==> config.mk <==
export PLATFORM = sky130hd
export DESIGN_NAME = dec_reg_bank
export DESIGN_NICKNAME = d
export VERILOG_FILES = /design/src/rtl/dec_reg_bank_pkg.sv /design/src/rtl/dec_reg_cell.sv /design/src/rtl/dec_reg_bank.sv
export SDC_FILE = /design/constraint.sdc
export NUM_CORES = 1
export LEC_CHECK = 0
export CAP_MARGIN = 20
export CORE_MARGIN = 1.5
export CORE_UTILIZATION = 35
export DETAILED_ROUTE_END_ITERATION = 7
export GPL_TIMING_DRIVEN = 0
export HOLD_SLACK_MARGIN = 0.05
export RECOVER_POWER = 50
export SYNTH_ARGS = -nofsm -noshare
export SYNTH_HDL_FRONTEND = slang
export SYNTH_SLANG_ARGS = --single-unit
export TNS_END_PERCENT = 30
==> constraint.sdc <==
create_clock -name Clock -period 3 [get_ports Clock]
set_clock_uncertainty 0.1 [all_clocks]
set_input_delay 0.6 -clock Clock [delete_from_list [all_inputs] [get_ports Clock]]
set_output_delay 0.6 -clock Clock [all_outputs]
set_load 0.005 [all_outputs]
==> src/rtl/dec_reg_bank_pkg.sv <==
// dec_reg_bank_pkg
// Shared types and constants for the two-entry decoded register bank.
//   state_e       : write FSM state (IDLE accepts writes, COMMIT drains the stage)
//   DEFAULT_WIDTH : default data width of each register
//   sel_is_single : true when exactly one of the two decoded selects is high
package dec_reg_bank_pkg;

  localparam int DEFAULT_WIDTH = 8;

  typedef enum logic {
    IDLE   = 1'b0,
    COMMIT = 1'b1
  } state_e;

  function automatic logic sel_is_single(input logic [1:0] sel);
    return ^sel;
  endfunction

endpackage

==> src/rtl/dec_reg_cell.sv <==
// dec_reg_cell
// One WIDTH-bit storage register with asynchronous active-low clear and a
// synchronous load enable.
//   clk   : rising-edge clock
//   rst_n : asynchronous clear, active low
//   load  : when high, d is captured at the next rising edge
//   d     : load data
//   q     : stored value
module dec_reg_cell
  import dec_reg_bank_pkg::*;
#(
  parameter int WIDTH = DEFAULT_WIDTH
) (
  input  logic             clk,
  input  logic             rst_n,
  input  logic             load,
  input  logic [WIDTH-1:0] d,
  output logic [WIDTH-1:0] q
);

  logic [WIDTH-1:0] data_q;
  logic [WIDTH-1:0] data_d;

  always_comb begin
    data_d = data_q;
    if (load) begin
      data_d = d;
    end
  end

  always_ff @(posedge clk or negedge rst_n) begin
    if (!rst_n) begin
      data_q <= '0;
    end else begin
      data_q <= data_d;
    end
  end

  assign q = data_q;

endmodule

==> src/rtl/dec_reg_bank.sv <==
// dec_reg_bank
// Two-register bank written through a pair of decoded select lines. An
// accepted write with exactly one select high is staged and committed on the
// following edge; both selects high raises a sticky Conflict flag instead,
// and no select high simply consumes the write.
//   Clock         : rising-edge clock
//   nReset        : asynchronous reset, active low
//   Sel0 / Sel1   : decoded write selects for register 0 / register 1
//   WrData        : write data
//   WrValid       : write request
//   WrReady       : high when a write can be accepted (IDLE only)
//   RdSel         : read register index
//   RdData        : registered read data, one-cycle latency
//   Conflict      : sticky flag, set on an accepted write with both selects
//   ClearConflict : synchronous clear of Conflict (a same-edge set wins)
// Build option: define DEC_REG_BANK_BYPASS_EN to forward staged data to
// RdData on the commit edge when the staged target matches RdSel.
module dec_reg_bank
  import dec_reg_bank_pkg::*;
#(
  parameter int WIDTH = DEFAULT_WIDTH
) (
  input  logic             Clock,
  input  logic             nReset,
  input  logic             Sel0,
  input  logic             Sel1,
  input  logic [WIDTH-1:0] WrData,
  input  logic             WrValid,
  output logic             WrReady,
  input  logic             RdSel,
  output logic [WIDTH-1:0] RdData,
  output logic             Conflict,
  input  logic             ClearConflict
);

  state_e           state_q;
  state_e           state_d;
  logic [WIDTH-1:0] stage_data_q;
  logic [WIDTH-1:0] stage_data_d;
  logic [1:0]       stage_sel_q;
  logic [1:0]       stage_sel_d;
  logic             conflict_q;
  logic             conflict_d;
  logic [WIDTH-1:0] rd_data_q;
  logic [WIDTH-1:0] rd_data_d;

  logic [1:0]       wr_sel;
  logic             wr_accept;
  logic             wr_ready;
  logic [1:0]       cell_load;
  logic [WIDTH-1:0] cell_q [2];

  assign wr_sel    = {Sel1, Sel0};
  assign wr_accept = WrValid & wr_ready;

  // ---------------------------------------------------------------------
  // FSM: state register
  // ---------------------------------------------------------------------
  always_ff @(posedge Clock or negedge nReset) begin
    if (!nReset) begin
      state_q <= IDLE;
    end else begin
      state_q <= state_d;
    end
  end

  // FSM: next state. Only a single-select write needs the COMMIT cycle;
  // empty and conflicting writes are consumed in IDLE.
  always_comb begin
    state_d = state_q;
    case (state_q)
      IDLE: begin
        if (wr_accept && sel_is_single(wr_sel)) begin
          state_d = COMMIT;
        end
      end
      COMMIT: begin
        state_d = IDLE;
      end
      default: begin
        state_d = IDLE;
      end
    endcase
  end

  // FSM: outputs
  always_comb begin
    wr_ready  = 1'b0;
    cell_load = 2'b00;
    case (state_q)
      IDLE: begin
        wr_ready = 1'b1;
      end
      COMMIT: begin
        cell_load = stage_sel_q;
      end
      default: begin
        wr_ready = 1'b0;
      end
    endcase
  end

  // ---------------------------------------------------------------------
  // Staging register and conflict flag
  // ---------------------------------------------------------------------
  always_comb begin
    stage_data_d = stage_data_q;
    stage_sel_d  = stage_sel_q;
    if (wr_accept && sel_is_single(wr_sel)) begin
      stage_data_d = WrData;
      stage_sel_d  = wr_sel;
    end
  end

  // Set has priority so a conflict arriving alongside a clear is not lost.
  always_comb begin
    conflict_d = conflict_q;
    if (wr_accept && (&wr_sel)) begin
      conflict_d = 1'b1;
    end else if (ClearConflict) begin
      conflict_d = 1'b0;
    end
  end

  // ---------------------------------------------------------------------
  // Read path
  // ---------------------------------------------------------------------
  always_comb begin
    rd_data_d = cell_q[RdSel];
`ifdef DEC_REG_BANK_BYPASS_EN
    if ((state_q == COMMIT) && stage_sel_q[RdSel]) begin
      rd_data_d = stage_data_q;
    end
`else
    // Without forwarding, the commit-edge read returns the old contents;
    // the new value becomes visible one edge later.
`endif
  end

  always_ff @(posedge Clock or negedge nReset) begin
    if (!nReset) begin
      stage_data_q <= '0;
      stage_sel_q  <= 2'b00;
      conflict_q   <= 1'b0;
      rd_data_q    <= '0;
    end else begin
      stage_data_q <= stage_data_d;
      stage_sel_q  <= stage_sel_d;
      conflict_q   <= conflict_d;
      rd_data_q    <= rd_data_d;
    end
  end

  // ---------------------------------------------------------------------
  // Storage cells
  // ---------------------------------------------------------------------
  generate
    for (genvar gi = 0; gi < 2; gi++) begin : g_cell
      dec_reg_cell #(
        .WIDTH (WIDTH)
      ) u_cell (
        .clk   (Clock),
        .rst_n (nReset),
        .load  (cell_load[gi]),
        .d     (stage_data_q),
        .q     (cell_q[gi])
      );
    end
  endgenerate

  assign WrReady  = wr_ready;
  assign RdData   = rd_data_q;
  assign Conflict = conflict_q;

endmodule

==> out/metrics.cfg, run 1 <==
[sta]
max_freq_mhz = 497.8
slew_headroom_pct = -22.96
tns_ns = 0
finalHoldViolations = 0
finalSetupViolations = 0
timing.final.ws_setup_ns = 0.9910
timing.final.crit_share_pct = 66.97
rsz0062_at_grt = no
maxSlewViolCount = 37
worst_pin_slew_ns = 1.844
finalCriticalPeriod_ns = 2.009

[synthesis]
yosysTopAreaCell = dfrtp_1
yosys.area_share.xor_xnor_pct = 0
synth.area.mux_share_pct = 29.76
synth_cells = 80
ys_seq_elements = 36
syn_nets = 96
synth_most_common_cell = dfrtp_1
syn_area_per_cell_um2 = 17.50
synth_top_family_by_area = multiplexers
synth_commonest_cells = dfrtp_1, mux2_2, mux2_4
ys_types = 10
ys_seq_area_share_pct = 64.34
synth.top_cell.area_share_pct = 64.34
yosys_warnings = 0
synth_edf_count = 0
synth_ff_type = dfrtp_1
async_flop_share_pct = 100.0
yosys-top-cells-area = dfrtp_1, mux2_2, mux2_4
synth_compound_area_share_pct = 0.7149
synth-simple-area-share_pct = 2.324
synth_area_um2 = 1400
synth_fa_ha_area_share_pct = 0.8937

[pwr]
p_per_area_nw_per_um2 = 884.7
p_leak_uw = 0.0008235
peakVddDrop_mv = 0.3501

[place]
place_congestion = 0.6465
dp.final_hpwl_um = 1483
numPortBuffers = 23
place_ws_ns = 0.7636
placed_area_um2 = 1685

[critical_path]
cp_max_fo = 4
critPathSlowestCell = clkdlybuf4s50_1
reg2reg_depth = 3
critPathKind = reg -> out
regToRegStartpoint = state_q
crit_family = buffers and inverters
end_kind = output port
cp.arrival_ns = 1.31
worstPathRequired_ns = 2.30
crit_chain = inv_1 > clkdlybuf4s50_1
rrSetupSlack_ns = 1.68
cp_slowest_stage_delay_ns = 0.50
r2r-end = stage_data_q[6]
cp_num_buf_inv = 2
startpoint_type = flop

[worst_hold_path]
hold_path_class = reg -> reg
hold-path-endpoint = RdData[1]
whs_path_depth = 1
min_from = g_cell[0].u_cell.q[1]

[drt]
totalWireLength_um = 2132
dr.pass1.iters = 3
vias = 733
drt_iter0_markers = 25
viasPerCell = 4.610
ant_nets = 0
drt-wirelength-per-cell_um = 13.41
route.detailed.drc = 0

[flow_run]
max_cap_viol_count = 1

[grt]
grt_pass1_wl_um = 3663
antenna_found_initial = 0
grt_max_degree = 37
first_global_vias = 786
grt_overflow = 0
track_usage_pct = 11.66

[cts]
post-cts-setup-buffer-count = 0
clock_sinks = 36
holdBufCountCts = 0
cts_buffers = 5
clockBufferDepth = 2
clk_latency_ns = 0.28
cts-root-buf = clkbuf_8
cts-htree-levels = 2
cts_tree = built
clk_pin_slew_ns = 0.07
cts-resized-gates = 0

[status]
status = finished with violations
violations = max-capacitance violations, max-slew violations

[layout]
stdcell_area_um2 = 1809
final_nets = 126
fillers = 350
drive_above_1_share_pct = 41.44
antennaDiodeCount = 0
syn_to_final_growth_pct = 29.22

[floorplan]
io_pins = 25
core_area_um2 = 3744
die_w_um = 66.25
dieArea_um2 = 4388
die_h_um = 66.25
start_util_pct = 37.40
rows = 22

-- state kept, by name, indices dropped and copies added, names as in the netlist --
register / cells
RdData: 8
Conflict: 1
g_cell.u_cell.q: 16
stage_sel_q: 2
state_q: 1
stage_data_q: 8
-- power by group --
group	leakage, µW	internal [µW]	switching (µW)
Sequential	0.000431	683	84.8
Clock	0.0000645	293	157
Combinational	0.000328	282	101
Total	0.000823	1260	343
-- through the flow --
step	cells	hold WS, ns	total power (µW)	util (%)
global route	159	0.4150	1700	48.33
detailed placement	151	0.3871	1173	45.02
floorplan	80	0.2044	984.5	-
finish	159	0.3973	1601	48.33
CTS	159	0.3223	1625	48.40
global placement	151	0.3818	1154	45.15
-- per-layer routing --
layer  up-vias  part of all wire [%]  global-route usage (%)
met5         -                     0                       0
met2        22                    49                   18.25
li1        340                     -                       -
met1       366                    44                   14.24
met4         0                   1.2                   4.592
met3         5                   6.0                   4.770
-- how the worst max path moves through the flow --
stage                  from              end  cells after the start
floorplan              Sel0  stage_data_q[0]                      4
global placement     nReset  stage_data_q[6]                      1
detailed placement     Sel0  stage_data_q[1]                      5
CTS                 state_q          WrReady                      2
global route         nReset        RdData[6]                      1
finish              state_q          WrReady                      2
-- cell usage in the layout, fill, tap and decap left out --
cell	n
a32o_1	1
clkbuf_8	7
dfrtp_1	36
ha_1	1
buf_6	1
bufinv_16	1
inv_1	3
nand2_2	2
clkdlybuf4s50_1	22
clkbuf_1	2
mux2_2	25
mux2_4	9
nand3b_4	1
-- area by class of cell --
class	count	area (µm²)	share of cell area [%]
tap	48	60.06	3.319
inverter	3	11.26	0.6224
clock inverter	1	30.03	1.660
timing repair buffer	23	224.0	12.38
buffer	2	15.01	0.8299
clock buffer	7	96.34	5.325
multi-input combinational	39	471.7	26.07
sequential	36	900.9	49.79
-- kinds of logic after synthesis --
family          count (synthesis)
buf+inv                         5
flops                          36
fa+ha+maj                       1
mux                            34
compound gates                  1
simple gates                    3
No activity file was read; power rests on OpenSTA's default activity.
==> run 2, diff against run 1 <==
==> constraint.sdc (replaced) <==
create_clock -name Clock -period 1.9 [get_ports Clock]
set_clock_uncertainty 0.1 [all_clocks]
set_input_delay 0.38 -clock Clock [delete_from_list [all_inputs] [get_ports Clock]]
set_output_delay 0.38 -clock Clock [all_outputs]
set_load 0.005 [all_outputs]
==> run 2 against run 1 <==
Against the previous run:
- the flow now finishes without violations
- final area barely moved
- global-route usage did not move
- die area did not move
- utilization barely moved
- largest cell class unchanged
- routed wire length barely moved
==> out/metrics.cfg, run 2 (synthesis results as in run 1) <==
[cts]
holdBufCountCts = 0  ; unchanged
cts_buffers = 5  ; unchanged
clk_latency_ns = 0.28  ; about the same
cts_tree = built  ; unchanged
clk_pin_slew_ns = 0.07  ; about the same
clock_sinks = 36  ; unchanged
cts-resized-gates = 0  ; unchanged
post-cts-setup-buffer-count = 0  ; unchanged
clockBufferDepth = 2  ; unchanged
cts-root-buf = clkbuf_8  ; unchanged
cts-htree-levels = 2  ; unchanged

[floorplan]
rows = 22  ; unchanged
die_h_um = 66.25  ; unchanged
core_area_um2 = 3744  ; unchanged
io_pins = 25  ; unchanged
start_util_pct = 37.40  ; unchanged
dieArea_um2 = 4388  ; unchanged
die_w_um = 66.25  ; unchanged

[pwr]
peakVddDrop_mv = 0.5528  ; was 0.3501 mV
p_leak_uw = 0.0008264  ; was 0.0008235 µW
net-switching-power_uw = 540.9  ; was 342.6 µW
p_per_area_nw_per_um2 = 1396  ; was 884.7 nW/µm²
power.clock.fraction_pct = 28.1  ; about the same
combPwrFrac_pct = 24.0  ; was 23.9%
p_total_uw = 2528  ; was 1601 µW
internal_power_uw = 1987  ; was 1258 µW
swShare_pct = 21.40  ; about the same
seqPwrFrac_pct = 47.9  ; about the same

[sta]
finalSetupViolations = 0  ; unchanged
timing.final.crit_share_pct = 94.16
finalCriticalPeriod_ns = 1.789
maxSlewViolCount = 0  ; was 37
max_freq_mhz = 559.0
slew_headroom_pct = 42.67  ; was -22.96%
tns_ns = 0  ; unchanged
rsz0062_at_grt = no  ; unchanged
finalHoldViolations = 0  ; unchanged
worst_pin_slew_ns = 0.8600  ; was 1.844 ns

[worst_hold_path]
hold_path_class = in -> async  ; was reg -> reg

[critical_path]
critPathKind = reg -> out  ; unchanged
cp_num_buf_inv = 2  ; unchanged
crit_chain = inv_1 > clkdlybuf4s50_1  ; unchanged
cp.arrival_ns = 1.31  ; about the same
rrSetupSlack_ns = 0.58  ; was 1.68 ns
crit_family = buffers and inverters  ; unchanged
cp_max_fo = 4  ; unchanged
critPathSlowestCell = clkdlybuf4s50_1  ; unchanged
worstPathRequired_ns = 1.42  ; was 2.30 ns
cp_slowest_stage_delay_ns = 0.50  ; about the same
end_kind = output port  ; unchanged
startpoint_type = flop  ; unchanged

[drt]
ant_nets = 0  ; unchanged
totalWireLength_um = 2133  ; was 2132 µm
vias = 733  ; unchanged
viasPerCell = 4.610  ; unchanged
dr.pass1.iters = 3  ; unchanged
drt-wirelength-per-cell_um = 13.42  ; was 13.41 µm
route.detailed.drc = 0  ; unchanged
drt_iter0_markers = 25  ; unchanged

[layout]
final_nets = 126  ; unchanged
largest_reg_flops = 16  ; unchanged
syn_to_final_growth_pct = 29.31  ; was 29.22%
finalNonFillerCells = 159  ; unchanged
mostFrequentLayoutCells = dfrtp_1, mux2_2, clkdlybuf4s50_1, mux2_4, clkbuf_8  ; unchanged
drive_above_1_share_pct = 42.34  ; was 41.44%
final_common_cell = dfrtp_1  ; unchanged
antennaDiodeCount = 0  ; unchanged
fillers = 351  ; was 350

[grt]
grt_pass1_wl_um = 3663  ; unchanged
antenna_found_initial = 0  ; unchanged
grt_overflow = 0  ; unchanged
first_global_vias = 786  ; unchanged
track_usage_pct = 11.66  ; unchanged
grt_max_degree = 37  ; unchanged

[flow_run]
max_cap_viol_count = 0  ; was 1

[status]
status = completed  ; was finished with violations

[place]
post-place-cells = 151  ; unchanged
numPortBuffers = 23  ; unchanged
place_congestion = 0.6465  ; unchanged
dp.final_hpwl_um = 1483  ; unchanged

==> run 2: cell types whose count changed in the layout (fill, tap and decap cells not counted) <==
cell / previous run / this run
clkbuf_1: 2 / 1
clkbuf_2: 0 / 1
==> run 2: layout make-up <==
class	instances	area [µm²]	area share, %
Multi-Input combinational cell	39	471.7	26.05
Buffer	2	15.01	0.8293
Tap cell	48	60.06	3.317
Clock buffer	7	96.34	5.321
Sequential cell	36	900.9	49.76
Clock inverter	1	30.03	1.659
Timing Repair Buffer	23	225.2	12.44
Inverter	3	11.26	0.6220
==> run 2: final timing paths <==
path / from / endpoint / cells past startpoint
worst max-delay path: state_q / WrReady / 2
worst min-delay path: nReset / stage_data_q[7] / 1
worst max register to register: state_q / stage_data_q[6] / 3
worst min register to register: g_cell[0].u_cell.q[1] / RdData[1] / 1
max in group asynchronous: nReset / RdData[6] / 1
min in group Clock: g_cell[0].u_cell.q[1] / RdData[1] / 1
==> run 2: power by group through the flow <==
stage	logic (µW)	clock network (µW)	registers, µW
5_1_grt	661	771	1250
3_3_place_gp	608	0	1210
4_1_cts	620	728	1220
3_5_place_dp	619	0	1230
6_report	606	710	1210
2_1_floorplan	350	0	1200
==> run 2: metrics by stage <==
step | instance area (µm²) | setup WS [ns] | utilization, % | hold WS, ns
global route | 1810 | 0.03613 | 48.36 | 0.1727
floorplan | 1400 | 0.4517 | - | -0.01559
finish | 1810 | 0.1110 | 48.36 | 0.09677
global placement | 1690 | -0.3839 | 45.15 | 0.3818
detailed placement | 1685 | -0.1164 | 45.02 | 0.3871
CTS | 1812 | 0.1040 | 48.40 | 0.1023
==> run 2: per-layer routing <==
layer | track usage [%] | wire length (µm) | vias to the layer above
li1 | - | - | 340
met1 | 14.24 | 931 | 366
met2 | 18.25 | 1047 | 22
met3 | 4.770 | 128 | 5
met4 | 4.592 | 26 | 0
met5 | 0 | 0 | -
==> run 3, diff against run 2 <==
--- a/config.mk
+++ b/config.mk
@@ -11,8 +11,10 @@
 export DETAILED_ROUTE_END_ITERATION = 7
 export GPL_TIMING_DRIVEN = 0
 export HOLD_SLACK_MARGIN = 0.05
-export RECOVER_POWER = 50
+export RECOVER_POWER = 25
+export SLEW_MARGIN = 10
 export SYNTH_ARGS = -nofsm -noshare
 export SYNTH_HDL_FRONTEND = slang
+export SYNTH_HIERARCHICAL = 1
 export SYNTH_SLANG_ARGS = --single-unit
 export TNS_END_PERCENT = 30
==> run 3 against run 2 <==
Against the previous run:
- global-route usage rose by 1.6 points
- flip-flop and latch count did not move
- non-clock buffer count rose by 2
- routed wire length rose by 15%
- fmax rose by 2.0%
- hold slack improved by 0.00058 ns
- final cell count rose by 2.5%
- highest routed layer unchanged
==> out/metrics.cfg, run 3 <==
[pwr]
swShare_pct = 23.19  ; was 21.40%
p_per_area_nw_per_um2 = 1350  ; was 1396 nW/µm²
combPwrFrac_pct = 29.2  ; was 24.0%
net-switching-power_uw = 582.2  ; was 540.9 µW
power.clock.fraction_pct = 21.6  ; was 28.1%
peakVddDrop_mv = 0.4569  ; was 0.5528 mV
seqPwrFrac_pct = 49.2  ; was 47.9%
p_leak_uw = 0.0008663  ; was 0.0008264 µW
p_total_uw = 2511  ; was 2528 µW
internal_power_uw = 1929  ; was 1987 µW

[floorplan]
start_util_pct = 36.80  ; was 37.40%
die_w_um = 68.09  ; was 66.25 µm
core_area_um2 = 4029  ; was 3744 µm²
rows = 23  ; was 22
io_pins = 25  ; unchanged
dieArea_um2 = 4636  ; was 4388 µm²
die_h_um = 68.09  ; was 66.25 µm

[synthesis]
synth.top_cell.area_share_pct = 60.76  ; was 64.34%
yosys.area_share.xor_xnor_pct = 0  ; unchanged
ys_seq_elements = 36  ; unchanged
synth.area.mux_share_pct = 32.15  ; was 29.76%
synth_compound_area_share_pct = 0.6751  ; was 0.7149%
synth_most_common_cell = dfrtp_1  ; unchanged
synth-simple-area-share_pct = 2.194  ; was 2.324%
synth_area_um2 = 1483  ; was 1400 µm²
synth_cells = 82  ; was 80
synth_fa_ha_area_share_pct = 0.8439  ; was 0.8937%
yosysTopAreaCell = dfrtp_1  ; unchanged
yosys-top-cells-area = dfrtp_1, mux2_4, mux2_2  ; was dfrtp_1, mux2_2, mux2_4
synth_ff_type = dfrtp_1  ; unchanged
ys_seq_area_share_pct = 60.76  ; was 64.34%
syn_area_per_cell_um2 = 18.08  ; was 17.50 µm²
async_flop_share_pct = 100.0  ; unchanged
synth_commonest_cells = dfrtp_1, mux2_4, mux2_2  ; was dfrtp_1, mux2_2, mux2_4
synth_edf_count = 0  ; unchanged
yosys_warnings = 6  ; was 0
synth_top_family_by_area = multiplexers  ; unchanged
syn_nets = 98  ; was 96
ys_types = 10  ; unchanged

[cts]
cts-root-buf = clkbuf_8  ; unchanged
clk_pin_slew_ns = 0.06  ; was 0.07 ns
clk_latency_ns = 0.28  ; about the same
clockBufferDepth = 2  ; unchanged
clock_sinks = 36  ; unchanged
cts_buffers = 5  ; unchanged
holdBufCountCts = 0  ; unchanged
cts_tree = built  ; unchanged
cts-htree-levels = 2  ; unchanged
post-cts-setup-buffer-count = 0  ; unchanged
cts-resized-gates = 0  ; unchanged

[layout]
antennaDiodeCount = 0  ; unchanged
final_nets = 128  ; was 126
largest_reg_flops = 16  ; unchanged
syn_to_final_growth_pct = 25.48  ; was 29.31%
mostFrequentLayoutCells = dfrtp_1, mux2_4, clkdlybuf4s50_1, mux2_2, clkbuf_8  ; was dfrtp_1, mux2_2, clkdlybuf4s50_1, mux2_4, clkbuf_8
fillers = 374  ; was 351
final_common_cell = dfrtp_1  ; unchanged
drive_above_1_share_pct = 40.71  ; was 42.34%

[critical_path]
cp.arrival_ns = 1.27  ; was 1.31 ns
startpoint_type = flop  ; unchanged
rrSetupSlack_ns = 0.63  ; was 0.58 ns
end_kind = output port  ; unchanged
cp_max_fo = 4  ; unchanged
critPathKind = reg -> out  ; unchanged
worstPathRequired_ns = 1.42  ; about the same

[drt]
dr.pass1.iters = 2  ; was 3
drt_iter0_markers = 52  ; was 25
viasPerCell = 4.620  ; was 4.610
totalWireLength_um = 2450  ; was 2133 µm
route.detailed.drc = 0  ; unchanged
drt-wirelength-per-cell_um = 15.03  ; was 13.42 µm
vias = 753  ; was 733
ant_nets = 0  ; unchanged

[place]
dp.final_hpwl_um = 1650  ; was 1483 µm
numPortBuffers = 23  ; unchanged
place_congestion = 0.6683  ; was 0.6465
place_ws_ns = -0.09892  ; was -0.1164 ns

[flow_run]
max_cap_viol_count = 0  ; unchanged

[sta]
rsz0062_at_grt = no  ; unchanged
max_freq_mhz = 569.9  ; was 559.0 MHz
tns_ns = 0  ; unchanged
holdWs_ns = 0.09735  ; was 0.09677 ns
timing.final.ws_setup_ns = 0.1453  ; was 0.1110 ns
finalSetupViolations = 0  ; unchanged
maxSlewViolCount = 0  ; unchanged
timing.final.crit_share_pct = 92.35  ; was 94.16%
finalHoldViolations = 0  ; unchanged
slew_headroom_pct = 43.15  ; was 42.67%
finalCriticalPeriod_ns = 1.755  ; was 1.789 ns
worst_pin_slew_ns = 0.8527  ; was 0.8600 ns

[grt]
antenna_found_initial = 0  ; unchanged
first_global_vias = 836  ; was 786
grt_max_degree = 37  ; unchanged
track_usage_pct = 13.25  ; was 11.66%
grt_pass1_wl_um = 4195  ; was 3663 µm
grt_overflow = 0  ; unchanged

[worst_hold_path]
hold_path_class = in -> async  ; unchanged

[status]
status = completed  ; unchanged

-- run 3: changes by cell type after synthesis --
| cell | change |
|---|---|
| and2_1 | +2 |
| buf_6 | +2 |
| mux2_4 | +16 |
| mux2_2 | -16 |
| nand2_2 | -2 |
-- run 3: metrics by stage --
step	area (µm²)	utilization [%]	cells
2_1_floorplan	1483	-	82
3_3_place_gp	1775	44.07	155
3_5_place_dp	1770	43.94	155
4_1_cts	1861	46.18	163
5_1_grt	1861	46.18	163
6_report	1861	46.18	163
-- run 3: cells by family after synthesis --
kind of cell             after synthesis
flip-flops                            36
multiplexers                          34
buffers and inverters                  7
AND/OR/NAND/NOR                        3
AO/OA/AOI/OAI                          1
adder cells (fa/ha/maj)                1
-- run 3: per-layer routing --
layer | global-route usage, % | vias to the layer above | wire, µm
met5 | 0 | - | 0
met4 | 6.000 | 0 | 40
met3 | 6.250 | 5 | 159
met2 | 21.24 | 23 | 1175
met1 | 14.98 | 383 | 1074
li1 | - | 342 | -
-- run 3: worst max-delay path, stage by stage, from the launching register on --
cell and delay [ns]:
dfrtp_1 0.41, inv_1 0.09, clkdlybuf4s50_1 0.50
-- run 3: path summary, 6_finish.rpt --
check | startpoint | endpoint | cells after the start
max in group asynchronous | nReset | RdData[5] | 1
setup / recovery | state_q | WrReady | 2
min in group Clock | g_cell[0].u_cell/q[2] | g_cell[0].u_cell/q[2] | 1
hold reg to reg | g_cell[0].u_cell/q[2] | g_cell[0].u_cell/q[2] | 1
hold / removal | nReset | RdData[2] | 1
setup reg to reg | state_q | stage_data_q[6] | 3
-- run 3: cell type report --
| type | instances | area (µm²) | area share (%) |
|---|---|---|---|
| Sequential cell | 36 | 900.9 | 48.42 |
| Timing Repair Buffer | 23 | 225.2 | 12.10 |
| Multi-Input combinational cell | 39 | 531.8 | 28.58 |
| Tap cell | 50 | 62.56 | 3.362 |
| Inverter | 3 | 11.26 | 0.6052 |
| Clock buffer | 8 | 90.09 | 4.842 |
| Buffer | 4 | 38.79 | 2.085 |
-- run 3: power groups by stage --
| stage | clock, µW | combinational [µW] | sequential (µW) |
|---|---|---|---|
| final | 542 | 734 | 1230 |
| after global routing | 616 | 790 | 1280 |
| after CTS | 564 | 749 | 1240 |
| after detailed placement | 0 | 743 | 1250 |
| after global placement | 0 | 727 | 1230 |
| after floorplan | 0 | 464 | 1210 |
